[src/rtl/tri_pkg.sv]
// Shared definitions for the triangle host: FSM states, default sizes and the
// raster-order point key {y,x}.
package tri_pkg;

  localparam int COORD_W_DEF = 3;
  localparam int TIMEOUT_DEF = 16;

  typedef enum logic [2:0] {
    IDLE      = 3'd0,
    SEND0     = 3'd1,
    SEND1     = 3'd2,
    SEND2     = 3'd3,
    WAIT_BUSY = 3'd4,
    COLLECT   = 3'd5,
    DONE      = 3'd6
  } state_e;

  typedef struct packed {
    logic [COORD_W_DEF-1:0] y;
    logic [COORD_W_DEF-1:0] x;
  } point_t;

endpackage

[src/rtl/tri_host_if.sv]
// Vertex/point link between the triangle host (master) and the rasterizer
// core (slave).
interface tri_host_if import tri_pkg::*; #(
  parameter int COORD_W = COORD_W_DEF
) ();

  logic               nt;
  logic [COORD_W-1:0] xi;
  logic [COORD_W-1:0] yi;
  logic               busy;
  logic               po;
  logic [COORD_W-1:0] xo;
  logic [COORD_W-1:0] yo;

  modport master (output nt, xi, yi, input busy, po, xo, yo);
  modport slave  (input nt, xi, yi, output busy, po, xo, yo);

endinterface

[src/rtl/tri_point_collector.sv]
// Accumulates reported points into an occupancy bitmap and a saturating count.
// Optional raster-order check is built when TRI_HOST_ORDER_CHECK_EN is defined.
module tri_point_collector import tri_pkg::*; #(
  parameter int COORD_W = COORD_W_DEF
) (
  input  logic                         clk,
  input  logic                         reset,
  input  logic                         clr,
  input  logic                         en,
  input  logic [COORD_W-1:0]           xo,
  input  logic [COORD_W-1:0]           yo,
  output logic [(1<<(2*COORD_W))-1:0]  bitmap,
  output logic [2*COORD_W:0]           count,
  output logic                         order_err
);

  localparam int KEY_W = 2 * COORD_W;
  localparam int CNT_W = KEY_W + 1;
  localparam int BM_W  = 1 << KEY_W;

  logic [KEY_W-1:0] key_s;
  logic [BM_W-1:0]  bitmap_q, bitmap_d;
  logic [CNT_W-1:0] count_q, count_d;

  assign key_s  = {yo, xo};
  assign bitmap = bitmap_q;
  assign count  = count_q;

  always_comb begin
    bitmap_d = bitmap_q;
    count_d  = count_q;
    if (clr) begin
      bitmap_d = '0;
      count_d  = '0;
    end else if (en) begin
      bitmap_d[key_s] = 1'b1;
      // duplicates still count; the counter sticks at all-ones
      if (count_q != {CNT_W{1'b1}}) begin
        count_d = count_q + CNT_W'(1);
      end else begin
        count_d = count_q;
      end
    end else begin
      bitmap_d = bitmap_q;
    end
  end

  always_ff @(posedge clk) begin
    if (!reset) begin
      bitmap_q <= '0;
      count_q  <= '0;
    end else begin
      bitmap_q <= bitmap_d;
      count_q  <= count_d;
    end
  end

`ifdef TRI_HOST_ORDER_CHECK_EN
  logic [KEY_W-1:0] prev_q, prev_d;
  logic             have_prev_q, have_prev_d;

  assign order_err = en && have_prev_q && (key_s <= prev_q);

  always_comb begin
    prev_d      = prev_q;
    have_prev_d = have_prev_q;
    if (clr) begin
      prev_d      = '0;
      have_prev_d = 1'b0;
    end else if (en) begin
      prev_d      = key_s;
      have_prev_d = 1'b1;
    end else begin
      have_prev_d = have_prev_q;
    end
  end

  always_ff @(posedge clk) begin
    if (!reset) begin
      prev_q      <= '0;
      have_prev_q <= 1'b0;
    end else begin
      prev_q      <= prev_d;
      have_prev_q <= have_prev_d;
    end
  end
`else
  assign order_err = 1'b0;
`endif

endmodule

[src/rtl/tri_host.sv]
// Triangle host: latches three vertices on start, serialises them to the
// rasterizer, then collects points until busy falls. Honours TRI_HOST_ORDER_CHECK_EN.
module tri_host import tri_pkg::*; #(
  parameter int COORD_W = COORD_W_DEF,
  parameter int TIMEOUT = TIMEOUT_DEF
) (
  input  logic                         clk,
  input  logic                         reset,
  input  logic                         start,
  input  logic [COORD_W-1:0]           v0x,
  input  logic [COORD_W-1:0]           v0y,
  input  logic [COORD_W-1:0]           v1x,
  input  logic [COORD_W-1:0]           v1y,
  input  logic [COORD_W-1:0]           v2x,
  input  logic [COORD_W-1:0]           v2y,
  tri_host_if.master                   ras,
  output logic                         ready,
  output logic                         done,
  output logic                         err,
  output logic [(1<<(2*COORD_W))-1:0]  bitmap,
  output logic [2*COORD_W:0]           count
);

  localparam int TMR_W = (TIMEOUT > 1) ? $clog2(TIMEOUT) : 1;
  localparam logic [TMR_W-1:0] TMR_LAST = TMR_W'(TIMEOUT - 1);

  state_e                    state_q, state_d;
  logic [2:0][COORD_W-1:0]   vx_q, vx_d, vy_q, vy_d;
  logic [TMR_W-1:0]          timer_q, timer_d;
  logic                      nt_q, nt_d;
  logic [COORD_W-1:0]        xi_q, xi_d, yi_q, yi_d;
  logic                      ready_q, ready_d, done_q, done_d, err_q, err_d;
  logic                      clr_s, collect_en_s, order_err_s;

  assign collect_en_s = ras.po && ((state_q == COLLECT) ||
                                   ((state_q == WAIT_BUSY) && ras.busy));

  // Outputs are computed for the next state so the registered wire lines up with state_q
  always_comb begin
    state_d = state_q;
    vx_d    = vx_q;
    vy_d    = vy_q;
    timer_d = timer_q;
    nt_d    = 1'b0;
    xi_d    = '0;
    yi_d    = '0;
    done_d  = 1'b0;
    err_d   = err_q | order_err_s;
    clr_s   = 1'b0;
    case (state_q)
      IDLE: begin
        if (start) begin
          vx_d    = {v2x, v1x, v0x};
          vy_d    = {v2y, v1y, v0y};
          clr_s   = 1'b1;
          err_d   = 1'b0;
          nt_d    = 1'b1;
          xi_d    = v0x;
          yi_d    = v0y;
          state_d = SEND0;
        end else begin
          state_d = IDLE;
        end
      end
      SEND0: begin
        xi_d    = vx_q[1];
        yi_d    = vy_q[1];
        state_d = SEND1;
      end
      SEND1: begin
        xi_d    = vx_q[2];
        yi_d    = vy_q[2];
        state_d = SEND2;
      end
      SEND2: begin
        timer_d = '0;
        state_d = WAIT_BUSY;
      end
      WAIT_BUSY: begin
        if (ras.busy) begin
          state_d = COLLECT;
        end else if (timer_q == TMR_LAST) begin
          err_d   = 1'b1;
          state_d = IDLE;
        end else begin
          timer_d = timer_q + TMR_W'(1);
        end
      end
      COLLECT: begin
        if (!ras.busy) begin
          done_d  = 1'b1;
          state_d = DONE;
        end else begin
          state_d = COLLECT;
        end
      end
      DONE: begin
        state_d = IDLE;
      end
      default: begin
        state_d = IDLE;
      end
    endcase
    ready_d = (state_d == IDLE);
  end

  always_ff @(posedge clk) begin
    if (!reset) begin
      state_q <= IDLE;
      vx_q    <= '0;
      vy_q    <= '0;
      timer_q <= '0;
      nt_q    <= 1'b0;
      xi_q    <= '0;
      yi_q    <= '0;
      ready_q <= 1'b1;
      done_q  <= 1'b0;
      err_q   <= 1'b0;
    end else begin
      state_q <= state_d;
      vx_q    <= vx_d;
      vy_q    <= vy_d;
      timer_q <= timer_d;
      nt_q    <= nt_d;
      xi_q    <= xi_d;
      yi_q    <= yi_d;
      ready_q <= ready_d;
      done_q  <= done_d;
      err_q   <= err_d;
    end
  end

  tri_point_collector #(.COORD_W(COORD_W)) u_collector (
    .clk       (clk),
    .reset     (reset),
    .clr       (clr_s),
    .en        (collect_en_s),
    .xo        (ras.xo),
    .yo        (ras.yo),
    .bitmap    (bitmap),
    .count     (count),
    .order_err (order_err_s)
  );

  assign ras.nt = nt_q;
  assign ras.xi = xi_q;
  assign ras.yi = yi_q;
  assign ready  = ready_q;
  assign done   = done_q;
  assign err    = err_q;

endmodule

[src/flat_wrapper.sv]
// flat-port wrapper written by rule: the top's interface ports become plain ports
module tri_host_flat import tri_pkg::*;
#(
  parameter int COORD_W = COORD_W_DEF,
  parameter int TIMEOUT = TIMEOUT_DEF
)
  (clk, reset, start, v0x, v0y, v1x, v1y, v2x, v2y, ready, done, err, bitmap, count, ras_nt, ras_xi, ras_yi, ras_busy, ras_po, ras_xo, ras_yo);
  tri_host_if #(.COORD_W(COORD_W)) ras_i ();
  input  logic clk;
  input  logic reset;
  input  logic start;
  input  logic [COORD_W-1:0] v0x;
  input  logic [COORD_W-1:0] v0y;
  input  logic [COORD_W-1:0] v1x;
  input  logic [COORD_W-1:0] v1y;
  input  logic [COORD_W-1:0] v2x;
  input  logic [COORD_W-1:0] v2y;
  output logic ready;
  output logic done;
  output logic err;
  output logic [(1<<(2*COORD_W))-1:0] bitmap;
  output logic [2*COORD_W:0] count;
  output wire logic [$bits(ras_i.nt)-1:0] ras_nt;
  output wire logic [$bits(ras_i.xi)-1:0] ras_xi;
  output wire logic [$bits(ras_i.yi)-1:0] ras_yi;
  input wire logic [$bits(ras_i.busy)-1:0] ras_busy;
  input wire logic [$bits(ras_i.po)-1:0] ras_po;
  input wire logic [$bits(ras_i.xo)-1:0] ras_xo;
  input wire logic [$bits(ras_i.yo)-1:0] ras_yo;
  assign ras_nt = ras_i.nt;
  assign ras_xi = ras_i.xi;
  assign ras_yi = ras_i.yi;
  assign ras_i.busy = ras_busy;
  assign ras_i.po = ras_po;
  assign ras_i.xo = ras_xo;
  assign ras_i.yo = ras_yo;
  tri_host #(.COORD_W(COORD_W), .TIMEOUT(TIMEOUT)) u_core (.clk(clk), .reset(reset), .start(start), .v0x(v0x), .v0y(v0y), .v1x(v1x), .v1y(v1y), .v2x(v2x), .v2y(v2y), .ras(ras_i), .ready(ready), .done(done), .err(err), .bitmap(bitmap), .count(count));
endmodule
[config.mk]
export PLATFORM = sky130hd
export DESIGN_NAME = tri_host_flat
export DESIGN_NICKNAME = d
export VERILOG_FILES = /design/src/rtl/tri_pkg.sv /design/src/rtl/tri_host_if.sv /design/src/rtl/tri_point_collector.sv /design/src/rtl/tri_host.sv /design/src/flat_wrapper.sv
export SDC_FILE = /design/constraint.sdc
export NUM_CORES = 1
export LEC_CHECK = 0
export BUFFER_PORTS_ARGS = -buffer_cell sky130_fd_sc_hd__buf_2
export CAP_MARGIN = 30
export CORE_UTILIZATION = 51
export CTS_CLUSTER_DIAMETER = 60
export DETAILED_ROUTE_END_ITERATION = 6
export GPL_TIMING_DRIVEN = 0
export PLACE_DENSITY_LB_ADDON = 0.12
export SYNTH_ARGS = -nofsm -noshare
export SYNTH_HDL_FRONTEND = slang
export SYNTH_HIERARCHICAL = 1
export SYNTH_SLANG_ARGS = --single-unit
[constraint.sdc]
create_clock -name clk -period 2.72 [get_ports clk]
set_clock_uncertainty 0.1 [all_clocks]
set_input_delay 0.272 -clock clk [delete_from_list [all_inputs] [get_ports clk]]
set_output_delay 0.272 -clock clk [all_outputs]
set_load 0.005 [all_outputs]
# ---- After elaboration in Yosys (flattened, before gate mapping)
# Index checks and enable logic that the tools add are counted.
dict set report totals {
  register_bits 100
  elab_cells 66
  inputBits 29
  out_inout_bits 81
}
dict set report classes {
  bitwise_logic 2
  eq_ne 11
  muxes 21
  addsub 2
  magnitude_cmp 2
  n_reduce_logical 14
}
# op n
set ops {}
lappend ops {{bitwise OR 64 bit} 1}
lappend ops {{case mux 3 bit (3 select lines)} 2}
lappend ops {{case mux 3 bit (6 select lines)} 1}
lappend ops {{two-way mux 3 bit} 4}
lappend ops {{two-way mux 1 bit} 8}
lappend ops {{two-way mux 4 bit} 2}
lappend ops {{inequality test 2 bit, second input constant} 4}
lappend ops {{case mux 4 bit (2 select lines)} 1}
lappend ops {{adder 7 x 1 -> 7 bit, second input constant} 1}
lappend ops {{less-than comparator 6 x 7 -> 1 bit, second input constant} 1}
lappend ops {{inequality test 7 bit, second input constant} 1}
lappend ops {{demux 1 bit (select 6 bit)} 1}
lappend ops {{equality test 3 x 2 -> 1 bit, second input constant} 2}
lappend ops {{equality test 3 bit, second input constant} 2}
lappend ops {{greater-or-equal comparator 6 x 1 -> 1 bit, second input constant} 1}
lappend ops {{zero test 3 bit} 2}
lappend ops {{AND reduction 2 bit} 3}
lappend ops {{adder 4 x 1 -> 4 bit, second input constant} 1}
lappend ops {{equality test 4 bit, second input constant} 1}
lappend ops {{AND reduction 4 bit} 1}
lappend ops {{nonzero test 2 bit} 2}
lappend ops {{equality test 3 x 1 -> 1 bit, second input constant} 1}
lappend ops {{logical AND 1 bit} 3}
lappend ops {{AND reduction 3 bit} 1}
lappend ops {{5 further kinds} 5}

# ---- Longest topological paths before layout
# Gate-level depths: netlist of run 1.
dict set report logic_depth {
  depth_word 5
  depth_mapped 9
  mapped_depth_nobuf 5
}

# ---- Modules after synthesis
# Netlist of run 1, hierarchy kept.
# mod cells_per_inst n_inst area_per_inst_um2 seq_area_each_um2
set modules_own_cells {}
lappend modules_own_cells {tri_point_collector 275 1 2546.2 1421.4}
lappend modules_own_cells {tri_host 151 1 1247.4 580.6}

# ---- Least setup slack after synthesis of run 1
# No wires, ideal clock.
dict set report synth_path {
  kind {reg2reg}
  start {register u_core.state_q[0]}
  end {register u_core.u_collector.bitmap_q[46] (netlist: u_core/u_collector/bitmap[46])}
  setup_ns 0.128
  t_arrival_ns 1.876
  period_less_slack_ns 2.104
  required_ns 2.492
  path_buffers 5
  path_slack_ns 0.616
  stages_incl_launch_ff 10
  cell_sequence {dfxtp_1 > buf_6 > or4b_1 > buf_2 > clkinv_2 > buf_6 > nand2b_1 > buf_2 > clkbuf_1 > nor2_1}
}
dict set report synth_between {
  elab_cells_between_ends 8
  cone_classes {2 x eq/ne; 1 x mux; 5 x reduce/logical}
}
# item line
set synth_lines {}
lappend synth_lines {{start, declared} tri_host.sv:27} ;# state_e state_q, state_d;
lappend synth_lines {{start signal, assigned} tri_host.sv:120} ;# state_q <= state_d;
lappend synth_lines {{zero test 3 bit} tri_host.sv:50} ;# case (state_q)
lappend synth_lines {{two-way mux 1 bit} tri_host.sv:50}
lappend synth_lines {{via u_core.clr_s} tri_host.sv:33} ;# logic clr_s, collect_en_s, order_err_s;
lappend synth_lines {{OR reduction 2 bit (no source line)} --}
lappend synth_lines {{end signal, assigned} tri_point_collector.sv:53} ;# bitmap_q <= bitmap_d;
lappend synth_lines {{end, declared} tri_point_collector.sv:22} ;# logic [BM_W-1:0] bitmap_q, bitmap_d;
# The timed path passes the listed nets, and every way through them passes these cells.
# A chain may end at the register's enable or synchronous reset.

# ---- Worst setup path after layout of run 1
dict set report layout_path {
  start {register u_core.state_q[1]}
  end {register u_core.u_collector.bitmap_q[36] (netlist: u_core/u_collector/bitmap[36])}
}
dict set report layout_between {
  elab_chain_cells 4
  elab_cells_between_ends 8
  cone_classes {2 x eq/ne; 1 x mux; 5 x reduce/logical}
}
# item line
set layout_rtl {}
lappend layout_rtl {{equality test 3 bit} tri_host.sv:36} ;# ((state_q == WAIT_BUSY) && ras.busy));
lappend layout_rtl {{logical AND 1 bit} tri_host.sv:36}
lappend layout_rtl {{logical OR 1 bit *} tri_host.sv:35} ;# assign collect_en_s = ras.po && ((state_q == COLLECT) ||
lappend layout_rtl {{logical AND 1 bit *} tri_host.sv:35}
lappend layout_rtl {{via u_core.collect_en_s} tri_host.sv:33}
# The timed path passes the listed nets; every way through them passes the cells marked *.

==> results of run 1 <==
## per-layer routing
layer	wire, µm	up-vias
met5	0	-
met4	139	0
met3	552	11
met2	4390	90
met1	4170	1607
li1	-	1700
## kinds of logic after synthesis
logic type / count (synthesis)
and+or+nand+nor: 165
AOI/OAI and AO/OA: 115
DFF: 100
buffers and inverters: 40
adders and majority gates: 2
muxes: 2
other: 1
xor gates and xnor gates: 1
## cells in the mapped netlist, drive strengths merged, types with 3 or more instances
master | instances | area (µm²)
and4b | 5 | 50.1
o21ai | 5 | 25.0
nor3b | 4 | 45.1
buf | 25 | 163
nand2 | 40 | 150
a21o | 5 | 37.5
nand3 | 6 | 30.0
clkbuf | 11 | 41.3
nor3 | 3 | 20.0
a21oi | 82 | 410
and4bb | 3 | 37.5
a41oi | 3 | 26.3
a31oi | 8 | 50.1
and2 | 3 | 18.8
and4 | 4 | 35.0
dfxtp | 100 | 2000
nand2b | 3 | 18.8
nand3b | 7 | 52.6
nor2b | 4 | 25.0
nor2 | 72 | 270
## sequential cells by signal (all words and copies together), names as in the netlist
| register | count |
|---|---|
| u_core/done | 1 |
| u_core/err | 1 |
| u_core/ras.nt | 1 |
| u_core/ras.xi | 3 |
| u_core/ras.yi | 3 |
| u_core/ready | 1 |
| u_core/state_q | 3 |
| u_core/timer_q | 4 |
| u_core/u_collector/bitmap | 64 |
| u_core/u_collector/count | 7 |
| u_core/vx_q | 6 |
| u_core/vy_q | 6 |
## stage by stage
| step | total power [mW] | utilization | area (µm²) | hold slack (ns) |
|---|---|---|---|---|
| 6_report | 2.69 | 0.642 | 4630 | 0.0319 |
| 5_1_grt | 2.81 | 0.642 | 4630 | 0.0323 |
| 4_1_cts | 2.71 | 0.642 | 4630 | 0.0222 |
| 3_5_place_dp | 1.83 | 0.617 | 4450 | 0.349 |
| 3_3_place_gp | 1.82 | 0.617 | 4450 | 0.341 |
| 2_1_floorplan | 1.74 | - | 3790 | 0.308 |
## path summary, 6_finish.rpt
check / endpoint / slack [ns]
worst max-delay path: u_core/u_collector/bitmap[36] / 0.23
worst min-delay path: u_core/vy_q[4] / 0.03
worst max register to register: u_core/u_collector/bitmap[36] / 0.23
worst min register to register: u_core/vx_q[3] / 0.36
## worst max-delay path, stage by stage, from the launching register on
cell	delay, ns
dfxtp_1	0.44
clkbuf_1	0.33
clkbuf_1	0.43
nor2_1	0.23
buf_2	0.23
and4bb_2	0.23
buf_2	0.19
a21oi_1	0.16
nor2_1	0.05
## area by class of cell
cell class / count / area, µm²
clock buffer: 10 / 128
timing repair buffer: 106 / 531
inverter: 4 / 16.3
multi-input combinational: 286 / 1570
sequential: 100 / 2000
buffer: 36 / 204
clock inverter: 6 / 56.3
fill: 656 / 2580
tap: 99 / 124
## power groups by stage
stage	Combinational (mW)	Sequential [mW]	Clock [mW]
global placement	0.275	1.55	0
finish	0.280	1.52	0.892
detailed placement	0.278	1.55	0
CTS	0.280	1.52	0.910
global route	0.310	1.52	0.979
floorplan	0.190	1.55	0
==> metrics.csv, run 1 <==
stage,metric,value,unit
floorplanning,core_area,7210,µm²
status,outcome,completed,
final_layout,layout_common_cells,"buf_2, dfxtp_1, a21oi_1",
drt,firstDrtPassIters,4,
floorplanning,num_rows,31,
hold_path,min_path_type,in -> reg,
global_route,grt_max_degree,19,
drt,drt-total-wl,9.26,mm
clock_tree,cts.repair.resized,0,
yosys,ys_ff_latch,100,
clock_tree,h-tree-depth,3,
global_route,grt_pass1_vias,2945,
worst_setup_path,cp-end-kind,register,
clock_tree,cts_buffers,9,
clock_tree,cts_tree,built,
final_layout,drive_above_1_share,0.279,
final_layout,diodes,0,
clock_tree,clockBufferDepth,2,
yosys,synth_top_family_by_area,simple AND/OR/NAND/NOR gates,
yosys,syn_area,3790,µm²
yosys,ys_types,49,
worst_setup_path,critPathLaunch,u_core/state_q[1],
drt,drt-initial-drc-count,213,
clock_tree,cts.sink_count,100,
timing,slew-limit-headroom,0.590,
global_route,antenna_found_initial,0,
worst_setup_path,crit_required,2.87,ns
power_and_ir_drop,pwr-share-clk,0.332,
clock_tree,post_cts_buffers,0,
power_and_ir_drop,leakage,2.05,nW
timing,hold_viol,0,
global_route,gr-total-overflow,0,
power_and_ir_drop,pwr-share-seq,0.564,
yosys,yosysWarnings,6,
placed_design,dp_cells,631,
worst_setup_path,path_class,reg -> reg,
timing,period_share,0.915,
timing,worst_slew_pin_slew,0.613,ns
power_and_ir_drop,combinationalPowerShare,0.104,
clock_tree,hold_buffers,0,
placed_design,hpwl,6.41,mm
final_layout,syn_to_final_growth,22.1,%
worst_setup_path,critPathMaxFanout,10,
power_and_ir_drop,powerDensity,581,nW/µm²
timing,tns,0,ns
yosys,synth_ff_type,dfxtp_1,
drt,route.detailed.drc,0,
final_layout,final_cells,647,
placed_design,portBuffers,106,
global_route,use_met2,0.389,
yosys,synth_enable_flop_cells,0,
drt,vias,3408,
global_route,grt_pass1_wl,14.5,mm
clock_tree,worstSkewPairLatency,0.36,ns
timing,fmax,0.402,GHz
yosys,synth_xor_area_frac,0.00231,
worst_setup_path,r2r_cells,8,
yosys,synth-compound-area-share,0.173,
final_layout,final_common_cell,buf_2,
timing,period_needed,2.49,ns
yosys,synth_simple_gate_area_share,0.226,
yosys,synth.mux.area_fraction,0.00528,
global_route,use_met1,0.334,
floorplanning,die_area,7790,µm²
timing,rsz0062_at_grt,false,
clock_tree,cts-root-buf,clkbuf_8,
worst_setup_path,cp-start-kind,register,
power_and_ir_drop,swShare,0.272,
drt,wl_per_cell,14.3,µm
yosys,syn-num-nets,457,
floorplanning,start_util,0.526,
yosys,synth-adder-area-share,0.00660,
global_route,grt.total_usage,0.245,
power_and_ir_drop,irDropWorstVdd,310,µV
worst_setup_path,rr_startpoint,u_core/state_q[1],
global_route,use_met3,0.0410,
floorplanning,die_y,88.2,µm
timing,setup_violations,0,
yosys,synthArstFlopShare,0,
timing,layout_setup_ws,0.231,ns
power_and_ir_drop,switchingPower,733,µW
final_layout,layout.nets,574,
drt,via_per_inst,5.27,
clock_tree,path_clk_slew,0.10,ns
hold_path,min_path_cells,3,
placed_design,routabilityCongestion,0.817,
yosys,syn_avg_cell_area,8.91,µm²
floorplanning,io_pins,110,
worst_setup_path,cp.arrival,2.64,ns
timing,drv_slew,0,
floorplanning,die_w,88.2,µm
power_and_ir_drop,internal_power,1.96,mW
global_route,gr-max-usage-layer,met2,
drt,antenna_left,0,
placed_design,post-place-ws,0.241,ns
yosys,yosysSeqAreaShare,0.528,
hold_path,hold_start,v1y[1],
yosys,postSynthCellCount,426,
flow_run,maxCapViolations,0,
No activity file was read; power rests on OpenSTA's default activity.
==> run 2, diff against run 1 <==
Settings changed: CAP_MARGIN 30 to not set, SYNTH_HIERARCHICAL 1 to not set.
==> metrics.csv, run 2 <==
stage,metric,value,unit,change
worst_setup_path,crit_required,2.90,ns,+0.03 ns
floorplanning,die_area,7510,µm²,-3.6%
drt,antenna_left,0,,unchanged
timing,fmax,0.469,GHz,+17%
global_route,antenna_found_initial,0,,unchanged
timing,setup_violations,0,,unchanged
yosys,syn_avg_cell_area,8.82,µm²,-0.90%
clock_tree,hold_buffers,0,,unchanged
floorplanning,core_area,6870,µm²,-4.8%
clock_tree,cts.sink_count,100,,unchanged
placed_design,place_area,4320,µm²,-2.9%
yosys,yosysTopAreaCell,dfxtp_1,,
yosys,synth_commonest_cells,"dfxtp_1, nand2_1, o21ai_0",,
yosys,synthArstFlopShare,0,,unchanged
global_route,grt_pass1_vias,2907,,-1.3%
yosys,syn-num-nets,445,,-2.6%
clock_tree,cts.repair.resized,0,,unchanged
global_route,gr-max-usage-layer,met2,,
placed_design,portBuffers,109,,+2.8%
global_route,grt_max_degree,17,,-2
yosys,yosys.area.top_type_share,0.548,,+0.0202
final_layout,diodes,0,,unchanged
worst_setup_path,cp-end-kind,register,,
power_and_ir_drop,pwr-share-seq,0.532,,-0.032
final_layout,design_area,4540,µm²,-1.9%
drt,firstDrtPassIters,7,,+3
drt,route.detailed.drc,0,,unchanged
final_layout,regArea,2000,µm²,unchanged
final_layout,layout_common_cells,"buf_2, dfxtp_1, nand2_1",,
worst_setup_path,cp.arrival,2.32,ns,-0.32 ns
floorplanning,io_pins,110,,unchanged
timing,period_share,0.785,,-0.130
flow_run,maxCapViolations,0,,unchanged
yosys,yosysWarnings,0,,-6
timing,period_needed,2.13,ns,-0.354 ns
placed_design,routabilityCongestion,0.795,,-2.7%
clock_tree,cts_tree,built,,
hold_path,min_path_type,in -> reg,,
clock_tree,clockBufferDepth,2,,unchanged
timing,slew-limit-headroom,0.535,,-0.0544
yosys,syn_area,3650,µm²,-3.7%
clock_tree,h-tree-depth,3,,unchanged
global_route,use_met3,0.0419,,+0.000860
timing,rsz0062_at_grt,false,,
drt,wl_per_cell,13.7,µm,-4.4%
yosys,synth_ff_type,dfxtp_1,,
power_and_ir_drop,switchingPower,693,µW,-5.4%
timing,worst_slew_pin_slew,0.692,ns,+0.0789 ns
yosys,synthTopCellsByArea,"dfxtp_1, nand2_1, o21ai_0",,
worst_setup_path,critPathMaxFanout,10,,unchanged
global_route,use_met1,0.304,,-0.0303
power_and_ir_drop,irDropWorstVdd,347,µV,+12%
timing,holdWs,0.0462,ns,+0.0143 ns
final_layout,fill_cells,627,,-4.4%
timing,hold_viol,0,,unchanged
floorplanning,num_rows,30,,-3.2%
global_route,grt.total_usage,0.239,,-0.00698
yosys,yosysMostFrequentCell,dfxtp_1,,
placed_design,hpwl,6.25,mm,-2.5%
final_layout,syn_to_final_growth,24.3,%,
yosys,yosysSeqAreaShare,0.548,,+0.0202
clock_tree,worstSkewPairLatency,0.36,ns,about the same
global_route,use_met2,0.401,,+0.0123
yosys,ys_types,46,,-6.1%
global_route,grt_pass1_wl,13.8,mm,-4.9%
final_layout,final_common_cell,buf_2,,
power_and_ir_drop,powerDensity,627,nW/µm²,+7.9%
drt,via_per_inst,5.24,,-0.53%
floorplanning,start_util,0.532,,+0.00604
status,outcome,completed,,
yosys,postSynthCellCount,414,,-2.8%
final_layout,largest_reg_flops,64,,unchanged
power_and_ir_drop,pwr-share-clk,0.369,,+0.037
global_route,gr-total-overflow,0,,unchanged
power_and_ir_drop,swShare,0.243,,-0.0290
yosys,ys_ff_latch,100,,unchanged
timing,tns,0,ns,unchanged
power_and_ir_drop,combinationalPowerShare,0.099,,-0.005
clock_tree,path_clk_slew,0.10,ns,about the same
final_layout,multi_input_area,1520,µm²,-3.1%
power_and_ir_drop,leakage,1.94,nW,-5.5%
clock_tree,cts_buffers,9,,unchanged
drt,drt-initial-drc-count,136,,-36%
yosys,synth_enable_flop_cells,0,,unchanged
timing,drv_slew,0,,unchanged
worst_setup_path,path_class,reg -> reg,,
worst_setup_path,cp-start-kind,register,,
drt,drt-total-wl,8.68,mm,-6.2%
clock_tree,post_cts_buffers,0,,unchanged
floorplanning,die_y,86.6,µm,-1.8%
final_layout,drive_above_1_share,0.258,,-0.0213
power_and_ir_drop,internal_power,2.15,mW,+10%
clock_tree,cts-root-buf,clkbuf_8,,
final_layout,layout.nets,565,,-1.6%
floorplanning,die_w,86.6,µm,-1.8%
drt,vias,3327,,-2.4%
-- run 2: cell types whose count changed in the layout (fill, tap and decap cells not counted), moves of 5 or more --
| cell | before | now |
|---|---|---|
| nor2b_1 | 4 | 9 |
| o21ai_1 | 0 | 21 |
| a21oi_1 | 82 | 12 |
| o21ai_0 | 5 | 39 |
| nor3_1 | 2 | 7 |
| buf_4 | 5 | 0 |
| a21o_1 | 5 | 0 |
| nand2_1 | 40 | 95 |
| a22oi_1 | 0 | 5 |
| a21boi_0 | 2 | 13 |
| nor2_1 | 72 | 27 |
-- run 2: metrics by stage --
step	cells	utilization	power (mW)	worst slack, ns
3_3_place_gp	619	0.629	1.82	0.656
4_1_cts	635	0.661	2.86	0.578
6_report	635	0.661	2.85	0.586
3_5_place_dp	619	0.629	1.83	0.611
5_1_grt	635	0.661	2.96	0.311
2_1_floorplan	414	-	1.73	0.817
-- run 2: layer usage --
| layer | wire (µm) | vias to the layer above |
|---|---|---|
| li1 | - | 1680 |
| met1 | 4050 | 1541 |
| met5 | 0 | - |
| met3 | 396 | 13 |
| met4 | 96 | 0 |
| met2 | 4140 | 93 |
-- run 2: kinds of logic (layout without fill, tap and decap cells) --
kind of cell	after synthesis	after routing	synth area share
fa+ha+maj	2	2	0.00685
compound gates	111	111	0.182
mux	3	3	0.00822
simple gates	174	174	0.220
buf+inv	24	149	0.0353
flops	100	100	0.548
-- run 2: worst max-delay path: stages (launching register included) --
cell	delay (ns)
dfxtp_1	0.32
buf_2	0.17
nand2b_1	0.20
nor3_1	0.59
nand2_1	0.38
o21ai_0	0.29
-- run 2: path summary, 6_finish.rpt --
check	startpoint	to	slack, ns	cells past startpoint
hold reg to reg	u_core.u_collector.bitmap[50]	u_core.u_collector.bitmap[50]	0.35	2
setup reg to reg	u_core.state_q[1]	u_core.u_collector.bitmap[11]	0.59	5
hold / removal	v2x[0]	u_core.vx_q[6]	0.05	3
setup / recovery	u_core.state_q[1]	u_core.u_collector.bitmap[11]	0.59	5
-- run 2: cell type report --
type                            instances  share of cell area
Sequential cell                       100               0.441
Multi-Input combinational cell        290               0.335
Timing Repair Buffer                  109               0.120
Clock buffer                           11              0.0311
Buffer                                 22              0.0267
Tap cell                               96              0.0264
Clock inverter                          5              0.0182
Inverter                                2             0.00165
-- run 2: power groups by stage --
stage	Combinational, mW	Sequential (mW)	Clock (mW)
after CTS	0.284	1.51	1.06
after detailed placement	0.283	1.55	0
after floorplan	0.187	1.55	0
after global placement	0.277	1.55	0
after global routing	0.315	1.52	1.13
final	0.282	1.51	1.05
